File: src/rtl/axi_slv_wr_ctrl.sv
// axi_slv_wr_ctrl: AXI4 slave write-path controller, one burst in flight.
// Turns AW/W beats into registered memory writes and returns a B response.
module axi_slv_wr_ctrl #(
    parameter int ADDR_W    = 32,
    parameter int DATA_W    = 32,
    parameter int MEM_DEPTH = 1024
) (
    input  logic                         ACLK,
    input  logic                         ARESET,
    input  logic                         AW_VALID,
    output logic                         AW_READY,
    input  logic [ADDR_W-1:0]            AW_ADDR,
    input  logic [2:0]                   AW_SIZE,
    input  logic [1:0]                   AW_BURST,
    input  logic [7:0]                   AW_LEN,
    input  logic                         W_VALID,
    output logic                         W_READY,
    input  logic [DATA_W-1:0]            W_DATA,
    input  logic [DATA_W/8-1:0]          W_STRB,
    input  logic                         W_LAST,
    output logic                         B_VALID,
    input  logic                         B_READY,
    output logic [1:0]                   B_RESP,
    output logic                         MEM_WE,
    output logic [$clog2(MEM_DEPTH)-1:0] MEM_ADDR,
    output logic [DATA_W-1:0]            MEM_WDATA,
    output logic [DATA_W/8-1:0]          MEM_WSTRB
);

    localparam int STRB_W  = DATA_W / 8;
    localparam int BYTE_SH = $clog2(STRB_W);
    localparam int MA_W    = $clog2(MEM_DEPTH);
    localparam int LIM_W   = ADDR_W + 1;

    localparam logic [LIM_W-1:0] MEM_BYTES = LIM_W'(MEM_DEPTH) << BYTE_SH;

    localparam logic [1:0] BURST_FIXED = 2'd0;
    localparam logic [1:0] BURST_INCR  = 2'd1;
    localparam logic [1:0] BURST_WRAP  = 2'd2;
    localparam logic [1:0] BURST_RSVD  = 2'd3;

    localparam logic [1:0] RESP_OKAY   = 2'b00;
    localparam logic [1:0] RESP_SLVERR = 2'b10;

    typedef enum logic [1:0] {
        S_IDLE,
        S_DATA,
        S_RESP
    } state_e;

    state_e              state_q, state_d;
    logic                aw_ready_q, aw_ready_d;
    logic                w_ready_q, w_ready_d;
    logic                b_valid_q, b_valid_d;
    logic [1:0]          b_resp_q, b_resp_d;
    logic                mem_we_q, mem_we_d;
    logic [MA_W-1:0]     mem_addr_q, mem_addr_d;
    logic [DATA_W-1:0]   mem_wdata_q, mem_wdata_d;
    logic [STRB_W-1:0]   mem_wstrb_q, mem_wstrb_d;
    logic [ADDR_W-1:0]   addr_q, addr_d;
    logic [2:0]          size_q, size_d;
    logic [1:0]          burst_q, burst_d;
    logic [7:0]          len_q, len_d;
    logic [7:0]          cnt_q, cnt_d;
    logic                sup_q, sup_d;
    logic                err_q, err_d;

    logic                aw_hs;
    logic                w_hs;
    logic                b_hs;
    logic                wrap_len_ok;
    logic                aw_bad;
    logic [ADDR_W-1:0]   step;
    logic [ADDR_W-1:0]   total;
    logic [ADDR_W-1:0]   wrap_mask;
    logic [ADDR_W-1:0]   addr_inc;
    logic [ADDR_W-1:0]   addr_nxt;
    logic [MA_W-1:0]     word_addr;
    logic                beat_oob;
    logic                last_beat;
    logic                beat_err;

    assign aw_hs = AW_VALID & aw_ready_q;
    assign w_hs  = W_VALID & w_ready_q;
    assign b_hs  = B_READY & b_valid_q;

    // Burst-wide errors decided once, at address acceptance.
    always_comb begin
        wrap_len_ok = (AW_LEN == 8'd1) || (AW_LEN == 8'd3) ||
                      (AW_LEN == 8'd7) || (AW_LEN == 8'd15);
        aw_bad = (AW_SIZE > 3'(BYTE_SH)) ||
                 (AW_BURST == BURST_RSVD) ||
                 ((AW_BURST == BURST_WRAP) && !wrap_len_ok);
    end

    always_comb begin
        step      = ADDR_W'(1) << size_q;
        total     = ADDR_W'({1'b0, len_q} + 9'd1) << size_q;
        wrap_mask = total - ADDR_W'(1);
        addr_inc  = addr_q + step;
        unique case (burst_q)
            BURST_FIXED: addr_nxt = addr_q;
            BURST_INCR:  addr_nxt = addr_inc;
            BURST_WRAP:  addr_nxt = (addr_q & ~wrap_mask) |
                                    (addr_inc & wrap_mask);
            default:     addr_nxt = addr_q;
        endcase
    end

    always_comb begin
        word_addr = MA_W'(addr_q >> BYTE_SH);
        beat_oob  = {1'b0, addr_q} >= MEM_BYTES;
        last_beat = cnt_q == len_q;
        beat_err  = beat_oob || (W_LAST != last_beat);
    end

    always_comb begin
        state_d     = state_q;
        aw_ready_d  = aw_ready_q;
        w_ready_d   = w_ready_q;
        b_valid_d   = b_valid_q;
        b_resp_d    = b_resp_q;
        mem_we_d    = 1'b0;
        mem_addr_d  = mem_addr_q;
        mem_wdata_d = mem_wdata_q;
        mem_wstrb_d = mem_wstrb_q;
        addr_d      = addr_q;
        size_d      = size_q;
        burst_d     = burst_q;
        len_d       = len_q;
        cnt_d       = cnt_q;
        sup_d       = sup_q;
        err_d       = err_q;
        unique case (state_q)
            S_IDLE: begin
                aw_ready_d = 1'b1;
                if (aw_hs) begin
                    state_d    = S_DATA;
                    aw_ready_d = 1'b0;
                    w_ready_d  = 1'b1;
                    addr_d     = AW_ADDR;
                    size_d     = AW_SIZE;
                    burst_d    = AW_BURST;
                    len_d      = AW_LEN;
                    cnt_d      = 8'd0;
                    sup_d      = aw_bad;
                    err_d      = aw_bad;
                end
            end
            S_DATA: begin
                if (w_hs) begin
                    // Out-of-range beats are dropped individually.
                    mem_we_d    = !sup_q && !beat_oob;
                    mem_addr_d  = word_addr;
                    mem_wdata_d = W_DATA;
                    mem_wstrb_d = W_STRB;
                    cnt_d       = cnt_q + 8'd1;
                    addr_d      = addr_nxt;
                    err_d       = err_q | beat_err;
                    if (last_beat) begin
                        state_d   = S_RESP;
                        w_ready_d = 1'b0;
                        b_valid_d = 1'b1;
                        b_resp_d  = (err_q | beat_err) ? RESP_SLVERR
                                                       : RESP_OKAY;
                    end
                end
            end
            S_RESP: begin
                if (b_hs) begin
                    state_d    = S_IDLE;
                    b_valid_d  = 1'b0;
                    aw_ready_d = 1'b1;
                end
            end
            default: begin
                state_d = S_IDLE;
            end
        endcase
    end

    always_ff @(posedge ACLK or posedge ARESET) begin
        if (ARESET) begin
            state_q     <= S_IDLE;
            aw_ready_q  <= 1'b0;
            w_ready_q   <= 1'b0;
            b_valid_q   <= 1'b0;
            b_resp_q    <= 2'b00;
            mem_we_q    <= 1'b0;
            mem_addr_q  <= '0;
            mem_wdata_q <= '0;
            mem_wstrb_q <= '0;
            addr_q      <= '0;
            size_q      <= 3'd0;
            burst_q     <= 2'd0;
            len_q       <= 8'd0;
            cnt_q       <= 8'd0;
            sup_q       <= 1'b0;
            err_q       <= 1'b0;
        end else begin
            state_q     <= state_d;
            aw_ready_q  <= aw_ready_d;
            w_ready_q   <= w_ready_d;
            b_valid_q   <= b_valid_d;
            b_resp_q    <= b_resp_d;
            mem_we_q    <= mem_we_d;
            mem_addr_q  <= mem_addr_d;
            mem_wdata_q <= mem_wdata_d;
            mem_wstrb_q <= mem_wstrb_d;
            addr_q      <= addr_d;
            size_q      <= size_d;
            burst_q     <= burst_d;
            len_q       <= len_d;
            cnt_q       <= cnt_d;
            sup_q       <= sup_d;
            err_q       <= err_d;
        end
    end

    assign AW_READY  = aw_ready_q;
    assign W_READY   = w_ready_q;
    assign B_VALID   = b_valid_q;
    assign B_RESP    = b_resp_q;
    assign MEM_WE    = mem_we_q;
    assign MEM_ADDR  = mem_addr_q;
    assign MEM_WDATA = mem_wdata_q;
    assign MEM_WSTRB = mem_wstrb_q;

endmodule

File: config.mk
export PLATFORM = sky130hd
export DESIGN_NAME = axi_slv_wr_ctrl
export DESIGN_NICKNAME = d
export VERILOG_FILES = /design/src/rtl/axi_slv_wr_ctrl.sv
export SDC_FILE = /design/constraint.sdc
export NUM_CORES = 1
export LEC_CHECK = 0
export CAP_MARGIN = 20
export CORE_MARGIN = 8
export CORE_UTILIZATION = 34
export CTS_BUF_LIST = sky130_fd_sc_hd__clkbuf_4 sky130_fd_sc_hd__clkbuf_8
export DETAILED_ROUTE_END_ITERATION = 10
export DONT_BUFFER_PORTS = 1
export GPL_TIMING_DRIVEN = 0
export MAX_ROUTING_LAYER = met4
export SLEW_MARGIN = 20
export SYNTH_ARGS = -nofsm -noshare
export SYNTH_HDL_FRONTEND = slang
export SYNTH_SLANG_ARGS = --single-unit
File: constraint.sdc
create_clock -name ACLK -period 6.8 [get_ports ACLK]
set_clock_uncertainty 0.1 [all_clocks]
set_input_delay 0.34 -clock ACLK [delete_from_list [all_inputs] [get_ports ACLK]]
set_output_delay 0.34 -clock ACLK [all_outputs]
set_load 0.05 [all_outputs]
* Word-level counts from Yosys, hierarchy flattened
Cells that the tools add are included.
** Word-level totals
- Bits in registers :: 109
- Word-level logic and storage cells :: 102
** Operators by class
- Add/subtract/negate cells :: 4
- Magnitude comparators :: 2
- Equal/unequal tests :: 17
- Shift-type cells :: 2
- Muxes and demuxes :: 29
- Bitwise operators :: 8
- Reductions and logical operators :: 24
** Operators with widths (count)
- 32-bit one-hot mux with 2 select lines :: 2
- 32-bit bitwise AND :: 2
- 32-bit 2-to-1 mux :: 2
- 32-bit adder :: 1
- 32-bit by 13-bit >= comparator with 1-bit output (second input constant) :: 1
- 32-bit inverter :: 1
- 32-bit bitwise OR :: 1
- 1-bit by 3-bit << shifter with 32-bit output (first input constant) :: 1
- 9-bit by 3-bit << shifter with 32-bit output :: 1
- 32-bit by 1-bit subtractor with 32-bit output (second input constant) :: 1
- 8-bit 2-to-1 mux :: 2
- 8-bit one-hot mux with 2 select lines :: 1
- 4-bit AND reduction :: 4
- 1-bit 2-to-1 mux :: 12
- 2-bit 2-to-1 mux :: 5
- 8-bit by 1-bit adder with 9-bit output (second input constant) :: 1
- 8-bit by 1-bit adder with 8-bit output (second input constant) :: 1
- 2-bit == test (second input constant) :: 4
- 8-bit by 1-bit == test with 1-bit output (second input constant) :: 1
- 8-bit by 2-bit == test with 1-bit output (second input constant) :: 1
- 8-bit by 3-bit == test with 1-bit output (second input constant) :: 1
- 8-bit by 4-bit == test with 1-bit output (second input constant) :: 1
- 8-bit == test :: 1
- 2-bit != test (second input constant) :: 4
- other kinds (15) :: 34

* Logic depth before layout (Yosys ltp)
- Depth in word-level cells :: 9
- Gate-level depth with buffers :: 17
- Depth with buffers taken out :: 14

* Worst setup path before layout
Ideal clock, no wire load.
- Kind :: register -> register
- Start point :: reg size_q[0]
- End point :: reg with a tool-made name
- Library setup time :: 0.122 ns
- Data arrival time :: 3.315 ns
- Data required time :: 6.578 ns
- Path slack :: 3.264 ns
- Cell stages (with the launch flop) :: 16
- Clock period less this slack :: 3.536 ns
- Path through :: dfrtp_1 > buf_4 > clkbuf_8 > clkbuf_8 > clkbuf_1 > nand2_1 > inv_1 > ha_1 > a21o_1 > a21o_1 > a2111oi_0 > nor2_1 > o221ai_1 > nor3_2 > a32o_1 > a32o_1
** RTL lines
- start, declared :: RTL line 61 : logic [2:0] size_q, size_d;
- start signal, assigned :: RTL line 211 : size_q <= size_d;

==> flow_summary.ini <==
[run_status]
status = finished clean

[synth]
yosys-top-cells-count = nand2_1, dfrtp_1, nor2_1
syn-cell-area_sq_mm = 0.00702
ys_warn_count = 0
synth_edf_count = 0
syn_nets = 966
syn_inst = 865
synth_cell_type_count = 87
synth-seq-area-share_pct = 38.5
avgSynthCellArea_sq_um = 8.12
synth-seq-cells = 108
postSynth.asyncResetShare_pct = 100
yosys.area.top_type = dfrtp_1
synth_ff_type = dfrtp_1
synth_top_area_share_pct = 38.5
synth_most_common_cell = nand2_1
yosys-top-cells-area = dfrtp_1, nand2_1, a21oi_1

[detailed_routing]
finalWirelength_mm = 22.8
vias = 6605
drt-vias-per-instance = 5.49
drtIter0Drc = 517
drcViolationCount = 0
wl_per_cell_um = 19.0
dr.pass1.iters = 5
ant_nets = 0

[sta]
rsz0062_at_grt = false
fin_hold_ws_ps = 35.5
worstMarginPinSlew_ps = 991
fin_ws_ps = 2310
fin_crit_ps = 4490
final.setup.tns_ps = 0
fin_crit_sh_pct = 66.0
setup_viol = 0
clock.fmax_mhz = 223
maxSlewHeadroom_pct = 33.9
drv_slew = 0
final-hold-violation-count = 0

[clock_network]
cts_buffer_depth = 2
clk_pin_slew_ps = 110
root_buffer = clkbuf_8
ctsResizeCount = 0
cts_tree = yes
cts_buffers = 9
cts.sink_count = 108
clk_latency_ps = 390
h-tree-depth = 3

[floorplanning]
dieHeight_um = 160
core_area_sq_mm = 0.0202
die-area_sq_mm = 0.0255
ios = 139
num_rows = 52
initial_core_util_pct = 34.7
die_w_um = 160

[grt]
antenna_found_initial = 1
grt_pass1_wl_mm = 37.1
grt_pass1_vias = 6550
grtUsageTotal_pct = 18.3
grt_max_degree = 75
grt_overflow = 0

[worst_hold_path]
min_path_type = in2reg

[power]
vdd_drop_max_v = 0.000210
p_leak_nw = 3.46
powerDensity_mw_per_mm2 = 338

[layout]
area_growth_pct = 15.1
drive_above_1_share_pct = 7.83
finalNetCount = 1028

[setup_path]
endpoint_kind = flop
crit_type = reg2reg
crit_required_ps = 6990
cp.arrival_ps = 4680
slowest_delay_ps = 720
timing.critical_path.cells = buf_4 > clkbuf_8 > clkbuf_8 > clkbuf_1 > nand2_1 > inv_1 > ha_1 > a21o_1 > a21o_1 > a2111oi_0 > nor2_1 > o221ai_1 > nor3_2 > a32o_1 > a32o_1
crit_path_start_kind = flop
path_delay_family = compound AO/OA/AOI/OAI gates
critPathMaxFanout = 10
cp_slowest_cell = o221ai_1
path_buf_inv = 5

[place]
gp_congestion = 0.880
post-dp-hpwl_mm = 17.2
dpl_worst_slack_ps = 2390
port_buffers = 0

[job]
cap_violations = 0
-- power breakdown --
part | switching, mW | internal (mW)
combinational | 0.514 | 0.391
clock | 0.252 | 0.146
sequential | 0.605 | 0.824
total | 1.37 | 1.36
-- final timing paths --
| path | slack, ps | to | cells past startpoint | start |
|---|---|---|---|---|
| max reg2reg | 2310 | flop | 15 | size_q[0] |
| min | 40 | flop | 2 | AW_ADDR[12] |
| max in group asynchronous | 5600 | MEM_WDATA[28] | 3 | ARESET |
| min in group asynchronous | 310 | MEM_WDATA[18] | 2 | ARESET |
| max | 2310 | flop | 15 | size_q[0] |
| min reg2reg | 380 | MEM_WE | 1 | sup_q |
-- area by class of cell --
cell class                 instances  area (sq um)
inverter                          17          68.8
antenna                            1          2.50
buffer                            49           317
sequential                       108          2700
tap                              270           338
clock buffer                      10           131
multi-input combinational        691          3940
fill                            2070         12200
timing repair buffer              51           528
clock inverter                     6          53.8
-- placed cells by master (no fill, tap or decap), types with 9 or more instances in the layout --
master	synthesis	layout
nor2_1	62	62
nand2_1	239	239
a21oi_1	56	56
nor4_1	10	10
ha_1	13	13
nand4_1	9	9
nor3_1	12	12
xor2_1	9	9
clkbuf_8	9	18
nor2b_1	10	10
dlygate4sd3_1	0	50
xnor2_1	26	26
clkbuf_1	27	27
inv_1	16	15
and3_1	10	10
o21ai_0	39	39
nand3_1	30	30
dfrtp_1	108	108
o22ai_1	9	9
-- per-stage QoR --
stage               power, mW  cells  util, %  cell area (sq um)
floorplan                2.08    865        -               7020
global placement         2.29   1135     36.4               7360
detailed placement       2.31   1136     36.5               7390
CTS                      2.74   1202     39.9               8080
global route             2.91   1203     39.9               8080
finish                   2.73   1203     39.9               8080
-- worst register-to-register path, delay by kind of cell, from the launching register on --
kind | cells | cell delay, ps
compound gates | 6 | 2070
buf+inv | 5 | 1020
simple gates | 3 | 650
flops | 1 | 360
fa+ha+maj | 1 | 230
-- per-layer routing --
| layer | global-route usage (%) | wire [um] |
|---|---|---|
| met5 | - | 0 |
| met4 | 5.62 | 514 |
| met3 | 4.99 | 2040 |
| met2 | 26.1 | 9820 |
| met1 | 24.8 | 10500 |
-- what timing repair did --
item	4_1_cts	5_1_grt
endpoints found under the hold margin	83	0
hold buffers	50	0
setup buffers	0	0
-- logic make-up (layout without fill, tap and decap cells) --
| kind of cell | count (synthesis) | after routing | share of synthesized area [%] |
|---|---|---|---|
| xor gates and xnor gates | 35 | 35 | 4.36 |
| other | 1 | 2 | 0.0534 |
| muxes | 8 | 8 | 1.41 |
| AOI/OAI and AO/OA | 200 | 200 | 19.5 |
| buffers and inverters | 66 | 133 | 5.42 |
| adders and majority gates | 14 | 14 | 2.60 |
| DFF | 108 | 108 | 38.5 |
| and+or+nand+nor | 433 | 433 | 28.2 |
Power figures use the tool's default switching activity.
